==> config.mk <==
export PLATFORM = sky130hd
export DESIGN_NAME = trng_conditioner_sequencer
export DESIGN_NICKNAME = d
export VERILOG_FILES = /design/src/rtl/trng_conditioner_sequencer.sv
export SDC_FILE = /design/constraint.sdc
export NUM_CORES = 2
export LEC_CHECK = 0
export BUFFER_PORTS_ARGS = -buffer_cell sky130_fd_sc_hd__buf_2
export CAP_MARGIN = 40
export CELL_PAD_IN_SITES_DETAIL_PLACEMENT = 0
export CELL_PAD_IN_SITES_GLOBAL_PLACEMENT = 1
export CORE_ASPECT_RATIO = 0.8
export CORE_MARGIN = 10
export CORE_UTILIZATION = 43
export CTS_CLUSTER_DIAMETER = 80
export CTS_CLUSTER_SIZE = 10
export DETAILED_ROUTE_END_ITERATION = 10
export PLACE_DENSITY = 0.92
export SETUP_SLACK_MARGIN = 0.02
export SYNTH_ARGS = -nofsm -noshare
export SYNTH_HDL_FRONTEND = slang
export SYNTH_SLANG_ARGS = --single-unit
export TNS_END_PERCENT = 100
==> constraint.sdc <==
create_clock -name TRNG_Clock -period 55.1 [get_ports TRNG_Clock]
set_clock_uncertainty 0.15 [all_clocks]
set_input_delay 2.755 -clock TRNG_Clock [delete_from_list [all_inputs] [get_ports TRNG_Clock]]
set_output_delay 2.755 -clock TRNG_Clock [all_outputs]
set_load 0.05 [all_outputs]
==> src/rtl/trng_conditioner_sequencer.sv <==
// rtl/trng_conditioner_sequencer.sv - TRNG seed collection, hash sequencing and byte output
// Hashed mode: gather a seed block, run the hash core, stream the digest MSB byte first; raw mode packs bits into bytes.
module trng_conditioner_sequencer #(
    parameter int SEED_BITS   = 448,
    parameter int DIGEST_BITS = 256
) (
    input  logic                   TRNG_Clock,
    input  logic                   TRNG_Enable,
    input  logic                   ctrl_mode,
    input  logic                   bit_valid,
    input  logic                   bit_in,
    input  logic                   rct_fail,
    output logic [SEED_BITS-1:0]   seed,
    output logic                   hash_start,
    input  logic                   hash_done,
    input  logic [DIGEST_BITS-1:0] digest,
    output logic [7:0]             tx_data,
    output logic                   tx_valid,
    input  logic                   tx_ready,
    output logic                   hash_rdy,
    output logic                   failure,
    output logic                   overrun
);
    localparam int CW     = $clog2(SEED_BITS + 1);
    localparam int NBYTES = DIGEST_BITS / 8;
    localparam int IW     = (NBYTES > 1) ? $clog2(NBYTES) : 1;
    localparam logic [CW-1:0] C_LAST_SEED = CW'(SEED_BITS - 1);
    localparam logic [CW-1:0] C_LAST_BIT  = CW'(7);
    localparam logic [IW-1:0] C_LAST_IDX  = IW'(NBYTES - 1);

    typedef enum logic [1:0] {S_COLLECT, S_START, S_HASH_WAIT, S_SEND} state_t;

    state_t                 r_state;
    state_t                 w_next;
    logic [CW-1:0]          r_count;
    logic [IW-1:0]          r_idx;
    logic [SEED_BITS-1:0]   r_seed;
    logic [DIGEST_BITS-1:0] r_buf;
    logic [7:0]             r_tx_byte;
    logic                   r_tx_valid;
    logic                   r_mode;
    logic                   r_hash_rdy;
    logic                   r_failure;
    logic                   r_overrun;

    logic                   w_collect;
    logic                   w_mode;
    logic                   w_accept;
    logic                   w_reject;
    logic                   w_byte_done;
    logic                   w_seed_done;
    logic                   w_send_hs;
    logic                   w_last_byte;
    logic [SEED_BITS-1:0]   w_seed_shift;

    // Mode may only change at an idle point: collecting, nothing partial, nothing pending.
    assign w_collect    = (r_state == S_COLLECT);
    assign w_mode       = (w_collect && (r_count == '0) && !r_tx_valid) ? ctrl_mode : r_mode;
    assign w_accept     = w_collect && bit_valid && !rct_fail;
    assign w_reject     = w_collect && bit_valid && rct_fail;
    assign w_byte_done  = w_accept && w_mode && (r_count == C_LAST_BIT);
    assign w_seed_done  = w_accept && !w_mode && (r_count == C_LAST_SEED);
    assign w_send_hs    = (r_state == S_SEND) && tx_ready;
    assign w_last_byte  = (r_idx == C_LAST_IDX);
    assign w_seed_shift = {r_seed[SEED_BITS-2:0], bit_in};

    assign seed     = r_seed;
    assign hash_rdy = r_hash_rdy;
    assign failure  = r_failure;
    assign overrun  = r_overrun;

    always_ff @(posedge TRNG_Clock or posedge TRNG_Enable) begin
        if (TRNG_Enable) begin
            r_state <= S_COLLECT;
        end else begin
            r_state <= w_next;
        end
    end

    always_comb begin
        w_next     = r_state;
        hash_start = 1'b0;
        tx_valid   = r_tx_valid;
        tx_data    = r_tx_byte;
        case (r_state)
            S_COLLECT: begin
                if (w_seed_done) w_next = S_START;
            end
            S_START: begin
                hash_start = 1'b1;
                w_next     = S_HASH_WAIT;
            end
            S_HASH_WAIT: begin
                if (hash_done) w_next = S_SEND;
            end
            S_SEND: begin
                tx_valid = 1'b1;
                tx_data  = r_buf[DIGEST_BITS-1 -: 8];
                if (tx_ready && w_last_byte) w_next = S_COLLECT;
            end
            default: w_next = S_COLLECT;
        endcase
    end

    always_ff @(posedge TRNG_Clock or posedge TRNG_Enable) begin
        if (TRNG_Enable) begin
            r_count    <= '0;
            r_idx      <= '0;
            r_seed     <= '0;
            r_buf      <= '0;
            r_tx_byte  <= '0;
            r_tx_valid <= 1'b0;
            r_mode     <= 1'b0;
            r_hash_rdy <= 1'b0;
            r_failure  <= 1'b0;
            r_overrun  <= 1'b0;
        end else begin
            r_mode     <= w_mode;
            r_failure  <= w_reject;
            r_hash_rdy <= 1'b0;

            if (w_accept) r_seed <= w_seed_shift;

            if (w_reject || w_byte_done || w_seed_done) begin
                r_count <= '0;
            end else if (w_accept) begin
                r_count <= r_count + 1'b1;
            end

            // A new raw byte may replace the pending one only in the cycle it is taken.
            if (w_byte_done) begin
                if (!r_tx_valid || tx_ready) begin
                    r_tx_byte  <= w_seed_shift[7:0];
                    r_tx_valid <= 1'b1;
                end else begin
                    r_overrun <= 1'b1;
                end
            end else if (r_tx_valid && tx_ready) begin
                r_tx_valid <= 1'b0;
            end

            if ((r_state == S_HASH_WAIT) && hash_done) begin
                r_buf      <= digest;
                r_idx      <= '0;
                r_hash_rdy <= 1'b1;
            end else if (w_send_hs) begin
                r_buf <= r_buf << 8;
                if (!w_last_byte) r_idx <= r_idx + 1'b1;
            end
        end
    end
endmodule

Word level (Yosys, flattened, before mapping)
Cells that the tools add are included.
{ "op_classes": {"addsub": 2, "n_eq_ne": 11, "mux": 19, "bitwise": 1, "n_reduce_logical": 29} }
{ "ops": {"columns": ["cell", "n"], "rows": [
  ["256-bit 2-to-1 mux", 2],
  ["9-bit 2-to-1 mux", 2],
  ["5-bit 2-to-1 mux", 3],
  ["1-bit logical AND", 13],
  ["9-bit by 1-bit adder with 9-bit output (second input constant)", 1],
  ["9-bit by 3-bit equality test with 1-bit output (second input constant)", 1],
  ["9-bit equality test (second input constant)", 1],
  ["9-bit logical NOT", 1],
  ["8-bit 2-to-1 mux", 1],
  ["2-bit by 1-bit inequality test with 1-bit output (second input constant)", 4],
  ["2-bit case mux with 4 select lines", 1],
  ["2-bit AND reduction", 4],
  ["1-bit 2-to-1 mux", 7],
  ["2-bit 2-to-1 mux", 3],
  ["2-bit nonzero test", 3],
  ["5-bit by 1-bit adder with 5-bit output (second input constant)", 1],
  ["5-bit equality test (second input constant)", 1],
  ["2-bit equality test (second input constant)", 2],
  ["1-bit logical NOT", 3],
  ["1-bit logical OR", 3],
  ["3-bit AND reduction", 1],
  ["2-bit by 1-bit equality test with 1-bit output (second input constant)", 1],
  ["2-bit logical NOT", 1],
  ["2-bit inequality test (second input constant)", 1],
  ["1-bit NOT", 1]
]} }
{ "totals": {"regBits": 733, "input_bits": 264, "output_inout_bits": 461} }

Longest topological paths before layout
{ "depth": {"depth_word": 9, "mapped_depth": 9, "mapped_depth_nobuf": 7} }

Least setup slack after synthesis
No wires, ideal clock.
{ "synth_path": {"kind": "input-to-reg", "startpoint": "input rct_fail", "endpoint": "register r_state[1]", "arrival_time_ns": 4.084, "slack_ns": 50.739, "path_stages": 6, "n_path_buf": 1, "path_cell_list": "nand3b_1 > buf_6 > nor3_4 > nand4b_1 > a222oi_1 > mux2_1"} }
{ "synth_between": {"elab_chain_len": 6} }
{ "synth_lines": {"columns": ["item", "line_no", "text"], "rows": [
  ["from (decl)", "12", "input logic rct_fail,"],
  ["1-bit logical NOT", "59", "assign w_accept = w_collect && bit_valid && !rct_fail;"],
  ["1-bit logical AND", "59", null],
  ["1-bit logical AND (2 in a row)", "62", "assign w_seed_done = w_accept && !w_mode && (r_count == C_LAST_SEED);"],
  ["2-bit by 1-bit inequality test with 1-bit output (no source line)", null, null],
  ["3-bit AND reduction (no source line)", null, null],
  ["to (signal assigned)", "76", "r_state <= w_next;"],
  ["to (decl)", "33", "state_t r_state;"]
]} }
No other way between the ends.
A chain may end at the register's enable or synchronous reset.

Worst setup path after layout
{ "layout_path": {"startpoint": "input rct_fail", "endpoint": "register r_seed[395], in the netlist seed[395]"} }
{ "layout_between": {"elab_chain_len": 2} }
{ "layout_lines": {"columns": ["item", "line_no", "text"], "rows": [
  ["1-bit logical NOT", "59", null],
  ["1-bit logical AND", "59", null],
  ["to (signal assigned)", "122", "if (w_accept) r_seed <= w_seed_shift;"],
  ["to (decl)", "37", "logic [SEED_BITS-1:0] r_seed;"]
]} }
No other way between the ends.

==> impl_metrics.env <==
export IMPL_vias=23000
export IMPL_final_net_count=4053
export IMPL_fill_cells=6250
export IMPL_finalSetupViolCount=0
export IMPL_timing_critical_path_from="rct_fail"
export IMPL_drt_pre_antenna_iters=5
export IMPL_timing_critical_path_fanout_max=80
export IMPL_holdWs_ps=324
export IMPL_yosysWarningCount=0
export IMPL_timing_critical_path_from_type="input pin"
export IMPL_power_density_nw_per_um2=39.7
export IMPL_number_of_ports_placed_on_the_die_boundary=725
export IMPL_pre_cts_slack_ps=48790
export IMPL_tritoncts="built"
export IMPL_route_antenna_remaining_nets=0
export IMPL_crit_slowest_cell="sky130_fd_sc_hd__and3b_4"
export IMPL_critical_path_reg2reg_startpoint="r_state[0]"
export IMPL_dp_hpwl_mm=64.2
export IMPL_maxCapViolCount=0
export IMPL_global_route_usage_met2=0.344
export IMPL_die_w_um=314
export IMPL_netlist_cell_type_count=39
export IMPL_timing_critical_path_buf_inv=7
export IMPL_crit_path_max_incr_delay_ps=850
export IMPL_synth_async_reset_ratio=1.00
export IMPL_path_depth=10
export IMPL_setup_worst_path_end="seed[395]"
export IMPL_first_global_vias=22600
export IMPL_synth_top_cells_by_count="sky130_fd_sc_hd__nand2_1, sky130_fd_sc_hd__dfrtp_1, sky130_fd_sc_hd__mux2i_1"
export IMPL_max_clock_freq_mhz=175
export IMPL_detail_route_wl_per_cell_um=18.8
export IMPL_vias_per_cell=4.87
export IMPL_final_period_utilization=0.103
export IMPL_cts_sinks=733
export IMPL_cts_post_setup_buffers_inserted=0
export IMPL_rr_endpoint="seed[395]"
export IMPL_grt_first_pass_wirelength_mm=135
export IMPL_drive_above_1_share=0.232
export IMPL_cts_hold_buffers_added=0
export IMPL_grt_use_met3=0.0760
export IMPL_worst_setup_path_end_kind="register"
export IMPL_rsz0062_at_grt="no"
export IMPL_ys_seq_elements=733
export IMPL_combined_area_of_all_synthesized_cells_sq_um=29700
export IMPL_detail_route_drc_violations=0
export IMPL_crit_path_cell_trace="buf_2 > and3b_4 > buf_4 > buf_16 > buf_4 > buf_16 > buf_4 > buf_16 > nand2_1 > nand2_1"
export IMPL_final_critical_delay_including_setup_and_external_delays_ps=5700
export IMPL_dieArea_sq_um=80000
export IMPL_cellLeakagePower_nw=20.5
export IMPL_clock_tree_root_cell="sky130_fd_sc_hd__clkbuf_16"
export IMPL_synth_most_common_cell="sky130_fd_sc_hd__nand2_1"
export IMPL_yosysSeqAreaShare=0.618
export IMPL_syn_nets=3396
export IMPL_cts_htree_levels=3
export IMPL_cts_buffers_inserted=84
export IMPL_status="complete, no violations"
export IMPL_yosys_area_top_type="sky130_fd_sc_hd__dfrtp_1"
export IMPL_syn_to_final_growth_pct=23.0
export IMPL_grt_max_degree=327
export IMPL_synth_edf_count=0
export IMPL_postRouteWirelength_mm=88.9
export IMPL_hold_depth=2
export IMPL_post_layout_util=0.532
export IMPL_synthesis_instances=3123
export IMPL_grt_busiest_layer="met2"
export IMPL_number_of_endpoints_with_negative_hold_slack_in_the_final_report=0
export IMPL_setup_reg_to_reg_worst_slack_ps=50660
export IMPL_post_synth_main_area_contributors="sky130_fd_sc_hd__dfrtp_1, sky130_fd_sc_hd__nand2_1, sky130_fd_sc_hd__mux2i_1, sky130_fd_sc_hd__o21ai_0, sky130_fd_sc_hd__clkbuf_1"
export IMPL_starting_density=0.433
export IMPL_use_met1=0.273
export IMPL_crit_family="buffers and inverters"
export IMPL_postSynth_topFlopCell="sky130_fd_sc_hd__dfrtp_1"
export IMPL_rows=86
export IMPL_setup_total_negative_slack_ps=0
export IMPL_global_route_overflow_total=0
export IMPL_grt_util_all_layers=0.215
export IMPL_worst_slew_pin_transition_ps=1170
export IMPL_port_buffers=724
export IMPL_cts_max_path_buffers=3
export IMPL_number_of_antenna_violations_at_the_first_check_in_global_routing=8
export IMPL_detail_route_iter0_violations=1873
export IMPL_avgSynthCellArea_sq_um=9.51
export IMPL_setup_worst_path_class="input pin to register"
export IMPL_fp_dieH_um=255
export IMPL_clkSlewWorstSetupHoldPaths_ps=50
export IMPL_gpl_final_weighted_congestion=0.853
export IMPL_worst_hold_path_type="register to register"
export IMPL_final_worst_setup_slack_ps=49400
export IMPL_required_ps=55500
export IMPL_ff_to_ff_path_depth=11
export IMPL_post_cts_sizing=0
export IMPL_worst_ir_drop_vdd_v=0.0000565
export IMPL_final_max_slew_viol_count=0
export IMPL_synth_top_area_frac=0.618
export IMPL_worst_slew_margin_relative_to_its_limit=0.223
export IMPL_floorplan_core_area_sq_um=68700
export IMPL_worstSkewPairLatency_ps=630
export IMPL_arrival_time_worst_endpoint_ps=6100
## layout make-up
| type | instances | area, sq um | share of cell area |
|---|---|---|---|
| timing repair buffer | 757 | 4170 | 0.114 |
| multi-input combinational | 2196 | 10600 | 0.289 |
| inverter | 8 | 37.5 | 0.00103 |
| antenna | 5 | 12.5 | 0.000343 |
| tap | 924 | 1160 | 0.0317 |
| clock buffer | 87 | 2130 | 0.0584 |
| clock inverter | 8 | 114 | 0.00312 |
| sequential | 733 | 18300 | 0.502 |
## layout by cell type (no fill, tap or decap), types with 7 or more instances in the layout
master	netlist	routed
sky130_fd_sc_hd__nand2_1	1608	1608
sky130_fd_sc_hd__dfrtp_1	733	733
sky130_fd_sc_hd__buf_2	46	724
sky130_fd_sc_hd__mux2i_1	249	249
sky130_fd_sc_hd__o21ai_0	248	248
sky130_fd_sc_hd__clkbuf_16	0	85
sky130_fd_sc_hd__mux2_2	17	17
sky130_fd_sc_hd__buf_4	0	16
sky130_fd_sc_hd__nor2_1	15	15
sky130_fd_sc_hd__buf_16	0	12
sky130_fd_sc_hd__ha_1	9	9
sky130_fd_sc_hd__a22o_1	8	8
sky130_fd_sc_hd__inv_1	8	7
## power by group
| part | switching [mW] | internal [mW] | total, mW |
|---|---|---|---|
| Combinational | 0.203 | 0.108 | 0.310 |
| Sequential | 0.0419 | 0.611 | 0.653 |
| Clock | 0.212 | 0.275 | 0.486 |
## sequential cells by signal, summed over array words and instances (netlist names)
name,flops
failure,1
hash_rdy,1
overrun,1
r_buf,256
r_count,9
r_idx,5
r_mode,1
r_state,2
r_tx_byte,8
r_tx_valid,1
seed,448
## layer usage
metal / share of wire / wire (um) / vias to the layer above
li1: - / - / 11200
met1: 0.41 / 36800 / 11000
met2: 0.47 / 42000 / 647
met3: 0.084 / 7430 / 150
met4: 0.030 / 2660 / 4
met5: 0.00030 / 27 / -
## stage by stage
stage                     total power, mW  instances  area [sq um]
after floorplan                     0.890       3123         29700
after global placement              0.959       4605         33900
after detailed placement            0.975       4618         34300
after CTS                            1.47       4713         36500
after global routing                 1.53       4715         36500
final                                1.45       4718         36500
## worst register-to-register path: cells and delay by family (launching register included)
family,cells,cell delay (ps)
and+or+nand+nor,3,1070
DFF,1,400
buffers and inverters,7,2300
adders and majority gates,1,460
## kinds of logic (layout without fill, tap and decap cells)
| logic type | count (synthesis) | count (layout) | synth area share |
|---|---|---|---|
| and+or+nand+nor | 1645 | 1645 | 0.211 |
| DFF | 733 | 733 | 0.618 |
| muxes | 267 | 267 | 0.0908 |
| AOI/OAI and AO/OA | 265 | 265 | 0.0464 |
| buffers and inverters | 194 | 860 | 0.0272 |
| xor gates and xnor gates | 10 | 10 | 0.00295 |
| adders and majority gates | 9 | 9 | 0.00379 |
| other | 0 | 5 | 0 |
## worst min-delay path by stage
stage                 endpoint        from  slack [ps]
floorplan           r_buf[248]  r_buf[248]         290
global placement     seed[447]   seed[447]         310
detailed placement   r_buf[32]   r_buf[32]         320
CTS                  r_buf[32]   r_buf[32]         330
global route         r_buf[36]   r_buf[36]         340
finish              r_buf[223]  r_buf[223]         320
Note: power is estimated with default switching activity, not from simulation.
